### config.mk
export PLATFORM = sky130hd
export DESIGN_NAME = wts_tone_generator_mc
export DESIGN_NICKNAME = d
export VERILOG_FILES = /design/src/rtl/wts_tone_generator_mc.sv
export SDC_FILE = /design/constraint.sdc
export NUM_CORES = 1
export LEC_CHECK = 0
export ABC_AREA = 1
export ABC_CLOCK_PERIOD_IN_PS = 1800
export BUFFER_PORTS_ARGS = -buffer_cell sky130_fd_sc_hd__buf_2
export CAP_MARGIN = 10
export CORE_MARGIN = 8
export CORE_UTILIZATION = 40
export DETAILED_ROUTE_END_ITERATION = 16
export PLACE_DENSITY = 0.61
export SLEW_MARGIN = 20
export SYNTH_ARGS = -nofsm -noshare
export SYNTH_HDL_FRONTEND = slang
export SYNTH_SLANG_ARGS = --single-unit
### constraint.sdc
create_clock -name clk -period 1.8 [get_ports clk]
set_clock_uncertainty 0.1 [all_clocks]
set_input_delay 0.36 -clock clk [delete_from_list [all_inputs] [get_ports clk]]
set_output_delay 0.36 -clock clk [all_outputs]
set_load 0.03 [all_outputs]
### src/rtl/wts_tone_generator_mc.sv
// Time-multiplexed wave table address generator: one channel slot per enable tick.
// Optional macro WTS_TONE_PHASE_RESET_EN: a frequency write also restarts that channel's phase.
module wts_tone_generator_mc #(
  parameter int CH_NUM = 5,
  parameter int FREQ_W = 12,
  parameter int ADDR_W = 5,
  parameter int CH_W   = 3
) (
  input  logic              clk,
  input  logic              nreset,
  input  logic              enable,
  input  logic              freq_we,
  input  logic [CH_W-1:0]   freq_ch,
  input  logic [FREQ_W-1:0] freq_data,
  input  logic [CH_NUM-1:0] key_on,
  output logic [CH_W-1:0]   ch_index,
  output logic [ADDR_W-1:0] wave_address,
  output logic              wave_valid
);

  logic [CH_W-1:0]   slot;
  logic [ADDR_W-1:0] slot_addr;
  logic [FREQ_W-1:0] freq_reg  [CH_NUM];
  logic [FREQ_W-1:0] count     [CH_NUM];
  logic [FREQ_W-1:0] count_nxt [CH_NUM];
  logic [ADDR_W-1:0] addr      [CH_NUM];
  logic [ADDR_W-1:0] addr_nxt  [CH_NUM];

  // Only the channel in the current slot advances; the compare uses the pre-write freq_reg.
  always_comb begin
    slot_addr = '0;
    for (int c = 0; c < CH_NUM; c++) begin
      count_nxt[c] = count[c];
      addr_nxt[c]  = addr[c];
      if (slot == CH_W'(c)) begin
        slot_addr = addr[c];
      end
      if (enable && slot == CH_W'(c)) begin
        if (!key_on[c]) begin
          count_nxt[c] = '0;
          addr_nxt[c]  = '0;
        end else if (freq_reg[c] != '0) begin
          if (count[c] == freq_reg[c]) begin
            count_nxt[c] = '0;
            addr_nxt[c]  = addr[c] + ADDR_W'(1);
          end else begin
            count_nxt[c] = count[c] + FREQ_W'(1);
          end
        end
      end
`ifdef WTS_TONE_PHASE_RESET_EN
      if (freq_we && freq_ch == CH_W'(c)) begin
        count_nxt[c] = '0;
        addr_nxt[c]  = '0;
      end
`endif
    end
  end

  always_ff @(posedge clk or negedge nreset) begin
    if (!nreset) begin
      slot         <= '0;
      wave_valid   <= 1'b0;
      ch_index     <= '0;
      wave_address <= '0;
    end else begin
      wave_valid <= enable;
      if (enable) begin
        ch_index     <= slot;
        wave_address <= slot_addr;
        slot         <= (slot == CH_W'(CH_NUM - 1)) ? '0 : slot + CH_W'(1);
      end
    end
  end

  // Writes to channel numbers >= CH_NUM match no entry and are dropped.
  always_ff @(posedge clk or negedge nreset) begin
    if (!nreset) begin
      for (int c = 0; c < CH_NUM; c++) begin
        freq_reg[c] <= '0;
        count[c]    <= '0;
        addr[c]     <= '0;
      end
    end else begin
      for (int c = 0; c < CH_NUM; c++) begin
        count[c] <= count_nxt[c];
        addr[c]  <= addr_nxt[c];
        if (freq_we && freq_ch == CH_W'(c)) begin
          freq_reg[c] <= freq_data;
        end
      end
    end
  end

endmodule

==> out/results.ini <==
[global_routing]
grt_start_max_net_pins=39
grt_pass1_wl_um=39800
track_usage_pct=17.2
antenna_found_initial=0
grt_pass1_vias=7650
gr-total-overflow=0

[synthesis]
syn_area_sq_mm=0.00940
synthCells=1270
synth_seq_cells=157
yosys_warnings=0
ys.flop_type=dfrtp_1
synth_area_per_cell_sq_um=7.40
synth.net_count=1309
synth_cell_type_count=41
synthArstFlopShare_pct=100
ys_seq_area_share_pct=41.8
synth_edf_count=0

[clock_network]
htreeDepth=4
cts.reportedPaths.clkPinSlew_ns=0.06
clockBufferDepth=2
cts.sinks=157
root_buffer=clkbuf_16
cts_tree=built
insertion_delay_ns=0.42
cts_buffers=17

[placed_design]
placed_cells=1629
dp_hpwl_um=17500
dpl_worst_slack_ns=0.0570
placement.io_buffers=32
place_congestion=0.884

[final_layout]
syn_to_final_growth_pct=14.6
seq_area_sq_mm=0.00393
fin_nets=1377
multi_input_area_sq_mm=0.00470
layout_commonest_cell=nand2_1
diodes=0
drive_gt1_share_pct=12.5
final_cell_mix=459 x nand2_1, 157 x dfrtp_1, 120 x inv_1, 118 x nor2_1, 74 x o21ai_0
fillers=2402
stdcell_count=1670

[power_and_ir_drop]
ir_drop_mv=0.520
p_leak_nw=5.52
powerDensity_mw_per_mm2=1170

[critical_path]
crit_fanout=12
critPathCaptureType=flop
startpoint_type=flop
crit_required_ns=2.04
crit_type=reg2reg
cp_data_arrival_time_ns=1.92

[worst_hold_path]
min_path_type=in2reg

[routing]
vias=8102
vias_per_cell=4.85
dr.pass1.iters=5
detail-route-antenna-nets=0
post_drt_wl_per_cell_um=14.2
dr.first_iter.drc_count=650
wirelength_um=23800
drcViolationCount=0

[floorplanning]
die_h_um=169
core_sq_mm=0.0233
die_area_sq_mm=0.0287
io_pins=33
start_util_pct=40.4
core.rowCount=56
die_w_um=169

[sta]
drv_slew=0
fmax_mhz=596
layout_setup_ws_ns=0.123
worst_pin_slew_ns=0.432
slew_headroom_pct=71.1
finalCritPeriodShare_pct=93.2
hold_violations=0
fin_crit_ns=1.68
finalSetupViolations=0

[flow_run]
maxCapViolCount=0

[run_status]
outcome=completed

what timing repair did:
action | 4_1_cts | 5_1_grt
buffers inserted | 0 | 7
endpoints found under the setup margin | 0 | 37
resized for setup | 0 | 14
hold endpoints to repair | 28 | 0
hold buffers | 1 | 0
final cells by class:
type,instances,share of cell area (%)
multi-input combinational,946,43.7
timing repair inverter,1,0.0465
tap,319,3.71
clock inverter,14,1.46
timing repair buffer,84,5.66
inverter,131,4.89
clock buffer,18,4.08
sequential,157,36.5
per-layer routing:
| layer | vias up | part of all wire (%) | global-route usage [%] |
|---|---|---|---|
| met4 | 0 | 1.5 | 4.73 |
| met2 | 150 | 46 | 27.6 |
| met1 | 3772 | 49 | 23.4 |
| li1 | 4159 | - | - |
| met3 | 21 | 3.6 | 3.26 |
| met5 | - | 0 | 0 |
cells by family after synthesis:
group	synth area share (%)
compound gates	6.22
buf+inv	8.30
flops	41.8
simple gates	35.0
xor+xnor	6.71
fa+ha+maj	2.00
critical path, stage by stage, from the launching register on:
cell and delay (ns):
dfrtp_1 0.41, inv_2 0.09, ha_2 0.19, nand2_1 0.10, nor2_4 0.11, nand2_2 0.07, buf_4 0.18, or2_0 0.19
o21ai_0 0.15
Yosys cell counts, types with 2 or more instances:
library cell  instances  share of area (%)
nor2_1              119                4.8
clkbuf_1             12               0.48
inv_1               123                4.9
nor2_4                2               0.24
xnor2_1              44                4.1
dfrtp_1             157                 42
nor2_2                6               0.40
nor2_8                2               0.43
o21ai_1               3               0.16
inv_4                 3               0.20
ha_1                 15                2.0
o21ai_0              75                4.0
o22ai_1               2               0.13
and3_1                4               0.27
nand2_2               6               0.40
buf_6                10                1.2
nand2_4               8               0.96
xor2_1               28                2.6
a31oi_1               2               0.13
or2_0                 4               0.27
a21oi_2               6               0.56
inv_8                 2               0.24
nand4_1              56                3.7
nand3_4               2               0.37
nand2_1             462                 18
nand3_1              71                3.8
nand3_2               3               0.32
a21oi_1              12               0.64
buf_2                 9               0.48
nand3b_1              2               0.16
inv_2                 3               0.12
buf_8                 2               0.32
nor3_1                3               0.16
a22oi_1               5               0.40
per-stage QoR:
step           cell area [sq um]  util (%)  power (W)  setup TNS [ns]  hold WS (ns)
6_report                   10800      46.3     0.0125               0         0.194
3_3_place_gp               10100      43.3    0.00874               0         0.186
4_1_cts                    10700      45.9     0.0126               0         0.174
2_1_floorplan               9400         -    0.00773               0       -0.0356
3_5_place_dp               10100      43.3    0.00882               0         0.189
5_1_grt                    10800      46.3     0.0134      -0.0000164         0.186
worst paths after layout:
| path | from | end | slack (ns) | cells past startpoint |
|---|---|---|---|---|
| min in group asynchronous | nreset | count[43] | 0.31 | 2 |
| max | slot[1] | count[36] | 0.12 | 8 |
| min reg2reg | freq_reg[22] | freq_reg[22] | 0.42 | 2 |
| min | enable | wave_valid | 0.19 | 2 |
| max reg2reg | slot[1] | count[36] | 0.12 | 8 |
| max in group asynchronous | nreset | freq_reg[17] | 0.71 | 3 |
power breakdown:
part	switching, W	internal (W)	total (W)	leakage (nW)
Clock	0.00158	0.00211	0.00369	0.285
Combinational	0.00205	0.00141	0.00347	3.18
Sequential	0.00106	0.00433	0.00539	2.06
Total	0.00469	0.00786	0.0125	5.52
(Power assumes the default switching activity.)
